===== config.mk =====
export PLATFORM = sky130hd
export DESIGN_NAME = id_ex_pipe
export DESIGN_NICKNAME = d
export VERILOG_FILES = /design/src/rtl/id_ex_pipe_pkg.sv /design/src/rtl/id_ex_pipe_hazard_detect.sv /design/src/rtl/id_ex_pipe.sv
export SDC_FILE = /design/constraint.sdc
export NUM_CORES = 1
export LEC_CHECK = 0
export BUFFER_PORTS_ARGS = -buffer_cell sky130_fd_sc_hd__buf_2
export CORE_UTILIZATION = 26
export CTS_CLUSTER_DIAMETER = 50
export CTS_CLUSTER_SIZE = 12
export DETAILED_ROUTE_END_ITERATION = 12
export GPL_ROUTABILITY_DRIVEN = 0
export MAX_ROUTING_LAYER = met4
export SLEW_MARGIN = 20
export SYNTH_ARGS = -nofsm -noshare
export SYNTH_HDL_FRONTEND = slang
export SYNTH_HIERARCHICAL = 1
export SYNTH_SLANG_ARGS = --single-unit

===== constraint.sdc =====
create_clock -name clk -period 17.5 [get_ports clk]
set_clock_uncertainty 0.15 [all_clocks]
set_input_delay 3.5 -clock clk [delete_from_list [all_inputs] [get_ports clk]]
set_output_delay 3.5 -clock clk [all_outputs]
set_load 0.005 [all_outputs]

===== src/rtl/id_ex_pipe_pkg.sv =====
// Shared widths, encodings and the ID->EX field bundle for the ID->EX pipeline register.
// The bundle carries every field that travels from decode to execute, except the valid bit.
package id_ex_pipe_pkg;

   localparam int XLEN = 32;
   localparam int RA_W = 5;

   localparam logic [1:0] RES_LOAD  = 2'b01;

   localparam logic [1:0] JT_NONE   = 2'b00;
   localparam logic [1:0] JT_JAL    = 2'b01;
   localparam logic [1:0] JT_JALR   = 2'b10;
   localparam logic [1:0] JT_BRANCH = 2'b11;

   localparam logic [15:0] BUBBLE_CNT_MAX = 16'hFFFF;

   typedef struct packed {
      logic [2:0]      ex;
      logic [1:0]      jump_t;
      logic            slt;
      logic            lui;
      logic            alu_src;
      logic            mem_write;
      logic            reg_write;
      logic [1:0]      result_src;
      logic [RA_W-1:0] rs1;
      logic [RA_W-1:0] rs2;
      logic [RA_W-1:0] rd;
      logic [XLEN-1:0] rd1;
      logic [XLEN-1:0] rd2;
      logic [XLEN-1:0] imm;
      logic [XLEN-1:0] pc;
   } id_ex_fields_t;

   // An invalid slot must not be able to write state or redirect the PC.
   function automatic id_ex_fields_t kill_side_effects(input id_ex_fields_t f);
      id_ex_fields_t r;
      r           = f;
      r.reg_write = 1'b0;
      r.mem_write = 1'b0;
      r.jump_t    = JT_NONE;
      return r;
   endfunction

endpackage


===== src/rtl/id_ex_pipe_hazard_detect.sv =====
// Combinational load-use detection plus the fetch/decode stall and flush controls.
// A redirect overrides the stall so the refetch from the new PC can proceed.
module hazard_detect
   import id_ex_pipe_pkg::*;
(
   input  logic            redirect,
   input  logic            ex_valid,
   input  logic            ex_reg_write,
   input  logic [1:0]      ex_result_src,
   input  logic [RA_W-1:0] ex_rd,
   input  logic            id_valid,
   input  logic [RA_W-1:0] id_rs1,
   input  logic [RA_W-1:0] id_rs2,
   output logic            lu,
   output logic            stall_fd,
   output logic            flush_d
);

   logic ex_is_load;
   logic rs_match;

   always_comb begin
      ex_is_load = ex_valid && ex_reg_write && (ex_result_src == RES_LOAD) && (ex_rd != '0);
      rs_match   = (ex_rd == id_rs1) || (ex_rd == id_rs2);
      lu         = ex_is_load && id_valid && rs_match;
      stall_fd   = lu && !redirect;
      flush_d    = redirect;
   end

endmodule


===== src/rtl/id_ex_pipe.sv =====
// ID->EX pipeline register with load-use bubble insertion, redirect squash
// and a saturating count of inserted bubbles.
module id_ex_pipe
   import id_ex_pipe_pkg::*;
(
   input  logic            clk,
   input  logic            rst,
   input  logic            redirect,
   input  logic            id_valid,
   input  logic [2:0]      id_ex,
   input  logic [1:0]      id_jump_t,
   input  logic            id_slt,
   input  logic            id_lui,
   input  logic            id_alu_src,
   input  logic            id_mem_write,
   input  logic            id_reg_write,
   input  logic [1:0]      id_result_src,
   input  logic [RA_W-1:0] id_rs1,
   input  logic [RA_W-1:0] id_rs2,
   input  logic [RA_W-1:0] id_rd,
   input  logic [XLEN-1:0] id_rd1,
   input  logic [XLEN-1:0] id_rd2,
   input  logic [XLEN-1:0] id_imm,
   input  logic [XLEN-1:0] id_pc,
   output logic            ex_valid,
   output logic [2:0]      ex_ex,
   output logic [1:0]      ex_jump_t,
   output logic            ex_slt,
   output logic            ex_lui,
   output logic            ex_alu_src,
   output logic            ex_mem_write,
   output logic            ex_reg_write,
   output logic [1:0]      ex_result_src,
   output logic [RA_W-1:0] ex_rs1,
   output logic [RA_W-1:0] ex_rs2,
   output logic [RA_W-1:0] ex_rd,
   output logic [XLEN-1:0] ex_rd1,
   output logic [XLEN-1:0] ex_rd2,
   output logic [XLEN-1:0] ex_imm,
   output logic [XLEN-1:0] ex_pc,
   output logic            stall_fd,
   output logic            flush_d,
   output logic [15:0]     bubble_cnt
);

   id_ex_fields_t id_fields;
   id_ex_fields_t ex_d, ex_q;
   logic          ex_valid_d, ex_valid_q;
   logic [15:0]   bubble_cnt_d, bubble_cnt_q;
   logic          lu;

   always_comb begin
      id_fields.ex         = id_ex;
      id_fields.jump_t     = id_jump_t;
      id_fields.slt        = id_slt;
      id_fields.lui        = id_lui;
      id_fields.alu_src    = id_alu_src;
      id_fields.mem_write  = id_mem_write;
      id_fields.reg_write  = id_reg_write;
      id_fields.result_src = id_result_src;
      id_fields.rs1        = id_rs1;
      id_fields.rs2        = id_rs2;
      id_fields.rd         = id_rd;
      id_fields.rd1        = id_rd1;
      id_fields.rd2        = id_rd2;
      id_fields.imm        = id_imm;
      id_fields.pc         = id_pc;
   end

   hazard_detect u_hazard_detect (
      .redirect      (redirect),
      .ex_valid      (ex_valid_q),
      .ex_reg_write  (ex_q.reg_write),
      .ex_result_src (ex_q.result_src),
      .ex_rd         (ex_q.rd),
      .id_valid      (id_valid),
      .id_rs1        (id_rs1),
      .id_rs2        (id_rs2),
      .lu            (lu),
      .stall_fd      (stall_fd),
      .flush_d       (flush_d)
   );

   // Redirect and load-use both turn the slot into an all-zero bubble and count once.
   always_comb begin
      ex_d         = id_fields;
      ex_valid_d   = id_valid;
      bubble_cnt_d = bubble_cnt_q;
      if (!id_valid) begin
         ex_d = kill_side_effects(id_fields);
      end
      if (redirect || lu) begin
         ex_d       = '0;
         ex_valid_d = 1'b0;
         if (bubble_cnt_q != BUBBLE_CNT_MAX) begin
            bubble_cnt_d = bubble_cnt_q + 16'd1;
         end
      end
   end

   always_ff @(posedge clk or posedge rst) begin
      if (rst) begin
         ex_q         <= '0;
         ex_valid_q   <= 1'b0;
         bubble_cnt_q <= '0;
      end else begin
         ex_q         <= ex_d;
         ex_valid_q   <= ex_valid_d;
         bubble_cnt_q <= bubble_cnt_d;
      end
   end

   always_comb begin
      ex_valid      = ex_valid_q;
      ex_ex         = ex_q.ex;
      ex_jump_t     = ex_q.jump_t;
      ex_slt        = ex_q.slt;
      ex_lui        = ex_q.lui;
      ex_alu_src    = ex_q.alu_src;
      ex_mem_write  = ex_q.mem_write;
      ex_reg_write  = ex_q.reg_write;
      ex_result_src = ex_q.result_src;
      ex_rs1        = ex_q.rs1;
      ex_rs2        = ex_q.rs2;
      ex_rd         = ex_q.rd;
      ex_rd1        = ex_q.rd1;
      ex_rd2        = ex_q.rd2;
      ex_imm        = ex_q.imm;
      ex_pc         = ex_q.pc;
      bubble_cnt    = bubble_cnt_q;
   end

endmodule

==> results of run 1 <==
## state kept, by name, summed over array words and instances (netlist names), 3 cells and up
register    count
ex_imm         32
ex_rd2         32
ex_rd1         32
bubble_cnt     16
ex_rs1          5
ex_pc          32
ex_ex           3
ex_rd           5
ex_rs2          5
## power by group through the flow
| stage | Clock, µW | Sequential, µW | Combinational, µW |
|---|---|---|---|
| final | 367 | 446 | 99.2 |
| after global routing | 397 | 450 | 111 |
| after CTS | 382 | 447 | 102 |
| after detailed placement | 0 | 454 | 102 |
| after global placement | 0 | 454 | 101 |
| after floorplan | 0 | 455 | 40.3 |
## logic make-up (layout without fill, tap and decap cells)
group	after synthesis	after routing
adder cells (fa/ha/maj)	1	1
XOR/XNOR	25	25
AND/OR/NAND/NOR	200	200
multiplexers	1	1
buffers and inverters	20	367
AO/OA/AOI/OAI	2	2
other	0	1
flip-flops	172	172
## final timing paths
check | start | end | slack [ps] | depth (start not counted)
worst max-delay path | id_rs1[2] | stall_fd | 9460 | 6
worst min-delay path | bubble_cnt[15] | bubble_cnt[15] | 370 | 1
worst max register to register | ex_rd[1] | bubble_cnt[1] | 13980 | 7
worst min register to register | bubble_cnt[15] | bubble_cnt[15] | 370 | 1
max in group asynchronous | rst | ex_rs1[3] | 12650 | 3
min in group asynchronous | rst | ex_rd2[5] | 3130 | 2
## layout make-up
| class | instances | area, µm² | share of cell area |
|---|---|---|---|
| sequential | 172 | 4300 | 0.509 |
| timing repair buffer | 334 | 1680 | 0.198 |
| multi-input combinational | 229 | 1540 | 0.182 |
| clock buffer | 18 | 429 | 0.0508 |
| tap | 280 | 350 | 0.0414 |
| clock inverter | 14 | 143 | 0.0169 |
| inverter | 1 | 8.76 | 0.00104 |
| antenna | 1 | 2.50 | 0.000296 |
## through the flow
stage / cells / utilization / hold WS (ps)
floorplan: 421 / - / 347
detailed placement: 1016 / 0.357 / 364
global route: 1049 / 0.383 / 393
finish: 1049 / 0.383 / 369
global placement: 1016 / 0.357 / 355
CTS: 1048 / 0.383 / 372
## cell usage after synthesis
cell / n / area, µm²
nand3_1: 3 / 15.0
xnor2_1: 2 / 17.5
or3_4: 1 / 11.3
nor4b_2: 1 / 15.0
nand2_1: 4 / 15.0
clkbuf_1: 17 / 63.8
nand4_1: 5 / 31.3
nor2_1: 6 / 22.5
or3_1: 2 / 12.5
nor2_2: 1 / 6.26
inv_1: 1 / 3.75
dfrtp_1: 172 / 4300
nand4_4: 1 / 21.3
nor4b_1: 2 / 17.5
nor4_1: 2 / 12.5
mux2_4: 1 / 15.0
and3_1: 5 / 31.3
or4_1: 1 / 7.51
nor4_4: 1 / 21.3
buf_4: 2 / 15.0
o211ai_2: 1 / 12.5
nor3_1: 9 / 45.0
a22oi_1: 1 / 7.51
nor3b_1: 2 / 15.0
xor2_1: 23 / 201
ha_1: 1 / 12.5
and2_1: 153 / 957
and4b_1: 1 / 10.0
## critical path: stages
cell     delay (ps)
buf_2           110
xor2_1          130
nor3_1          200
a22oi_1         140
nor3_1          170
buf_2           140
## routing by layer
| metal | vias to the layer above | wire length, µm | track usage |
|---|---|---|---|
| met5 | - | 0 | - |
| met4 | 0 | 324 | 0.0601 |
| met3 | 19 | 1270 | 0.0456 |
| met2 | 227 | 7180 | 0.217 |
| met1 | 2019 | 6230 | 0.152 |
| li1 | 1996 | - | - |
==> results.toml, run 1 <==
[run_status]
status = "completed"

[layout]
nFillCells = 2196
finish.instance_area_um2 = 8460
num-nets-final = 915
areaGrowthSynthToFinish_pct = 42.8
layout_common_cells = "332 x buf_2, 172 x dfrtp_1, 153 x and2_1"
layout-drive-gt1-share = 0.487
final_common_cell = "buf_2"

[floorplanning]
rows = 54
boundaryPins = 333
die_h_um = 153
dieArea_um2 = 23400
die_w_um = 153
coreArea_um2 = 22100
start_util = 0.268

[place]
dp_hpwl_mm = 10.9
placed_cell_area_um2 = 7880
place_ws_ps = 9470
io_buffer_count = 332

[logic_synthesis]
synth_cell_types = 28
ys_warn_count = 6
postSynthAreaPerCell_um2 = 14.1
yosys.area_share.xor_xnor = 0.0370
synth_mux_area_frac = 0.00254
synth_area_um2 = 5920
synth_top_family_by_area = "simple AND/OR/NAND/NOR gates"
synthAdderAreaFrac = 0.00211
synth_compound_area_frac = 0.00338
synth-seq-area-share = 0.727
ys_ff_latch = 172
synth_simple_gate_area_share = 0.214
syn_nets = 581
postSynthCellCount = 421

[drt]
ant_nets = 0
dr.pass1.iters = 4
avgRoutedWirePerCell_um = 14.3
routed_via_density = 4.06
routed_wl_mm = 15.0
drt_iter0_markers = 202
vias = 4261
drc = 0

[worst_setup_path]
crit_path_end_kind = "primary output"
cp_data_arrival_time_ps = 4390
cp-start-kind = "input pin"
worstPathMaxFanout = 2
path_class = "in -> out"
critPathRequiredTime_ps = 13850

[pwr]
pwr-share-seq = 0.489
p_total_uw = 913
vdd.ir_drop.worst_uv = 51.1
clock_power_share = 0.402
p_leak_uw = 0.00462
p_int_uw = 668
switching_share = 0.269
powerDensity_nw_per_um2 = 108
power_switching_uw = 245
power_frac_comb = 0.109

[clocking]
cts_root_buf = "clkbuf_16"
cts.sinks = 172
cts_setup_buffers = 0
clock_latency_ps = 420
cts_tree = "built"
numCtsBuffers = 17
path_clk_slew_ps = 70
cts_hold_buffers = 0
h-tree-depth = 4
cts_resized = 0
clockBufferDepth = 2

[flow_run]
max_cap_violations = 0

[global_route]
grt_start_max_net_pins = 115
grt_pass1_vias = 4483
antenna_found_initial = 1
grt.total_usage = 0.135
overflow = 0
grt_pass1_wl_mm = 23.3

[sta]
slew_headroom = 0.377
clock.fmax_mhz = 124
setup-tns-final_ps = 0
min_period_ps = 8040
setup_viol = 0
final_max_slew_viol_count = 0
worstMarginPinSlew_ps = 933
grt_setup_unrepaired = "no"
fin_ws_ps = 9460
finalHoldViolations = 0
post-route-period-util = 0.459

[hold_path]
worstHoldPathType = "reg -> reg"
Power figures use the tool's default switching activity.
==> run 2, diff against run 1 <==
- clock period: 17.5 -> 7.77 ns (I/O delays scaled with it)
==> results.toml, run 2 (synthesized netlist as in run 1, its figures left out) <==
[global_route]
grt.total_usage = 0.135
antenna_found_initial = 0
grt_pass1_vias = 4454
grt_pass1_wl_mm = 23.4
overflow = 0
grt_start_max_net_pins = 111

[drt]
drc = 0
vias = 4245
routed_wl_mm = 15.1
avgRoutedWirePerCell_um = 14.4
routed_via_density = 4.05
dr.pass1.iters = 4
ant_nets = 0
drt_iter0_markers = 151

[sta]
worstMarginPinSlew_ps = 938
min_period_ps = 4220
setup-tns-final_ps = 0
final_max_slew_viol_count = 0
slew_headroom = 0.373
post-route-period-util = 0.544
setup_viol = 0
grt_setup_unrepaired = "no"
clock.fmax_mhz = 237
finalHoldViolations = 0

[clocking]
cts_setup_buffers = 0
clockBufferDepth = 2
cts_tree = "built"
cts.sinks = 172
clock_latency_ps = 420
cts_root_buf = "clkbuf_16"
cts_hold_buffers = 0
cts_resized = 0
path_clk_slew_ps = 60
numCtsBuffers = 17
h-tree-depth = 4

[pwr]
vdd.ir_drop.worst_uv = 114
powerDensity_nw_per_um2 = 246
p_leak_uw = 0.00463

[run_status]
status = "completed"

[layout]
nFillCells = 2164
diodes = 0
fin_cells = 1047
num-nets-final = 915
finish.instance_area_um2 = 8460
layout-drive-gt1-share = 0.488
final_common_cell = "buf_2"
areaGrowthSynthToFinish_pct = 43.0
fin_util = 0.383
layout_common_cells = "332 x buf_2, 172 x dfrtp_1, 153 x and2_1"

[floorplanning]
die_h_um = 153
coreArea_um2 = 22100
dieArea_um2 = 23400
rows = 54
die_w_um = 153
start_util = 0.268
boundaryPins = 333

[hold_path]
worstHoldPathType = "reg -> reg"

[worst_setup_path]
worstPathMaxFanout = 2
path_class = "in -> out"
critPathRequiredTime_ps = 6070
cp_data_arrival_time_ps = 2520
cp-start-kind = "input pin"
crit_path_end_kind = "primary output"

[flow_run]
max_cap_violations = 0

[place]
dp_hpwl_mm = 10.9
dp_cells = 1016
io_buffer_count = 332
placed_cell_area_um2 = 7880
-- run 2: final timing paths --
kind,startpoint,endpoint,slack [ps],cells after the start
setup reg to reg,ex_rd[1],bubble_cnt[1],4240,7
hold / removal,bubble_cnt[11],bubble_cnt[11],370,1
max in group asynchronous,rst,ex_rd[0],4880,3
hold reg to reg,bubble_cnt[11],bubble_cnt[11],370,1
setup / recovery,id_rs1[2],stall_fd,3550,6
min in group asynchronous,rst,ex_rd2[26],1150,2
-- run 2: cell type report --
type | count | area, µm² | area share
inverters | 1 | 8.76 | 0.00103
repair buffers | 334 | 1680 | 0.198
clock buffers | 18 | 439 | 0.0519
flip-flops and latches | 172 | 4300 | 0.508
clock inverters | 13 | 144 | 0.0170
multi-input cells | 229 | 1540 | 0.182
well taps | 280 | 350 | 0.0414
-- run 2: metrics by stage --
stage	power (µW)	setup slack, ps	hold WS [ps]
2_1_floorplan	1120	1410	347
3_3_place_gp	1250	3010	359
3_5_place_dp	1250	3040	362
4_1_cts	2130	3490	373
5_1_grt	2190	3330	381
6_report	2080	3550	369
-- run 2: report_power, final --
group | switching, µW | leakage (µW) | internal (µW)
clock network | 388 | 0.000287 | 465
registers | 50.2 | 0.00221 | 958
logic | 106 | 0.00213 | 116
-- run 2: per-layer routing --
layer  up-vias  global-route usage  part of all wire
met4         0              0.0447             0.013
met5         -                   -                 0
met1      2024               0.150              0.41
met2       216               0.219              0.49
li1       1990                   -                 -
met3        15              0.0536             0.088
-- run 2: worst max-delay path, cell delays in order --
cell and delay (ps):
buf_2 110, xor2_1 130, nor3_1 190, a22oi_1 140, nor3_1 230, buf_2 160
==> run 3, diff against run 2 <==
- clock period: 7.77 -> 4.04 ns (I/O delays scaled with it)
==> results.toml, run 3 (synthesized netlist as in run 1, its figures left out) <==
[run_status]
status = "completed"

[clocking]
cts_setup_buffers = 0
h-tree-depth = 4
numCtsBuffers = 17
cts_hold_buffers = 0
cts_resized = 0
cts_tree = "built"
clockBufferDepth = 2
cts_root_buf = "clkbuf_16"
clock_latency_ps = 420
path_clk_slew_ps = 70
cts.sinks = 172

[global_route]
grt_start_max_net_pins = 90
grt_pass1_wl_mm = 24.1
antenna_found_initial = 2
grt_pass1_vias = 4546
overflow = 0
grt.total_usage = 0.139

[worst_setup_path]
ff2ff_path_depth = 7
r2r_start = "ex_rd[2]"
path_cells = "or4_1, o211ai_2, nor3_1, buf_2"
crit_path_end_kind = "primary output"
worstPathMaxFanout = 4
r2r_setup_slack_ps = 1530
r2r_end = "bubble_cnt[5]"
cp-start-kind = "register"
critPathRequiredTime_ps = 3080
cpPeakStageDelay_ps = 560
path_class = "reg -> out"
cp_data_arrival_time_ps = 1800
critPathSlowestCell = "or4_1"

[sta]
worstMarginPinSlew_ps = 503
grt_setup_unrepaired = "no"
final_max_slew_viol_count = 0
setup-tns-final_ps = 0
slew_headroom = 0.662
setup_viol = 0
finalHoldViolations = 0
min_period_ps = 2760
fin_ws_ps = 1280
hold_ws_ps = 377
post-route-period-util = 0.683
clock.fmax_mhz = 362

[pwr]
power_switching_uw = 1020
p_leak_uw = 0.00465
pwr-share-seq = 0.489
powerDensity_nw_per_um2 = 467
p_int_uw = 2950
power_frac_comb = 0.110
clock_power_share = 0.402
switching_share = 0.257
vdd.ir_drop.worst_uv = 229

[drt]
drt_iter0_markers = 95
drc = 0
dr.pass1.iters = 4
ant_nets = 0
vias = 4240
avgRoutedWirePerCell_um = 14.7
routed_via_density = 4.03
routed_wl_mm = 15.5

[layout]
layout_common_cells = "332 x buf_2, 172 x dfrtp_1, 153 x and2_1"
seqCellArea_um2 = 4300
areaGrowthSynthToFinish_pct = 43.9
layout-drive-gt1-share = 0.489
num-nets-final = 918
fin_util = 0.386
final_common_cell = "buf_2"
multiInputGateArea_um2 = 1540
nFillCells = 2198

[floorplanning]
rows = 54
dieArea_um2 = 23400
die_w_um = 153
coreArea_um2 = 22100
start_util = 0.268
die_h_um = 153
boundaryPins = 333

[place]
place_ws_ps = 1170
io_buffer_count = 332
dp_hpwl_mm = 11.3

[flow_run]
max_cap_violations = 0

[hold_path]
worstHoldPathType = "in -> async"
==> run 3: cell types whose count changed in the layout (fill, tap and decap cells not counted), sizes merged <==
cell      before  now
buf          334  337
clkbuf        18   19
clkinv         0    4
clkinvlp       1    3
diode          0    2
inv           12    6
==> run 3: worst max path at each step <==
stage	to	slack, ps	startpoint
3_3_place_gp	bubble_cnt[11]	1220	id_rs1[2]
5_1_grt	stall_fd	1210	ex_rd[2]
2_1_floorplan	bubble_cnt[0]	890	rst
3_5_place_dp	bubble_cnt[11]	1170	id_rs1[2]
4_1_cts	stall_fd	1260	ex_rd[2]
6_report	stall_fd	1280	ex_rd[2]
==> run 3: final cells by class <==
type	count	share of cell area
diodes	2	0.000588
clock buffers	19	0.0520
clock inverters	13	0.0153
inverters	1	0.000881
multi-input cells	229	0.181
flip-flops and latches	172	0.505
well taps	280	0.0411
repair buffers	337	0.204
==> run 3: per-layer routing <==
metal,global-route usage,vias to the layer above,part of all wire
met3,0.0414,16,0.064
li1,-,2005,-
met1,0.158,2018,0.42
met2,0.229,201,0.50
met5,-,-,0
met4,0.0568,0,0.016
==> run 3: stage by stage <==
stage / instance area, µm² / power (µW) / cells
final: 8520 / 3980 / 1053
after floorplan: 5920 / 2150 / 421
after CTS: 8510 / 4050 / 1051
after global routing: 8520 / 4170 / 1053
after global placement: 7940 / 2410 / 1019
after detailed placement: 7940 / 2420 / 1019
==> run 3: worst max-delay path, delay by kind of cell, from the launching register on <==
family          cells  cell delay (ps)
compound gates      1              180
flops               1              460
simple gates        2              620
buf+inv             1              140
==> run 3: power groups by stage <==
| stage | registers [µW] | logic (µW) | clock network [µW] |
|---|---|---|---|
| floorplan | 1970 | 175 | 0 |
| detailed placement | 1980 | 446 | 0 |
| CTS | 1940 | 448 | 1660 |
| global route | 1960 | 486 | 1720 |
| finish | 1940 | 436 | 1600 |
| global placement | 1970 | 440 | 0 |
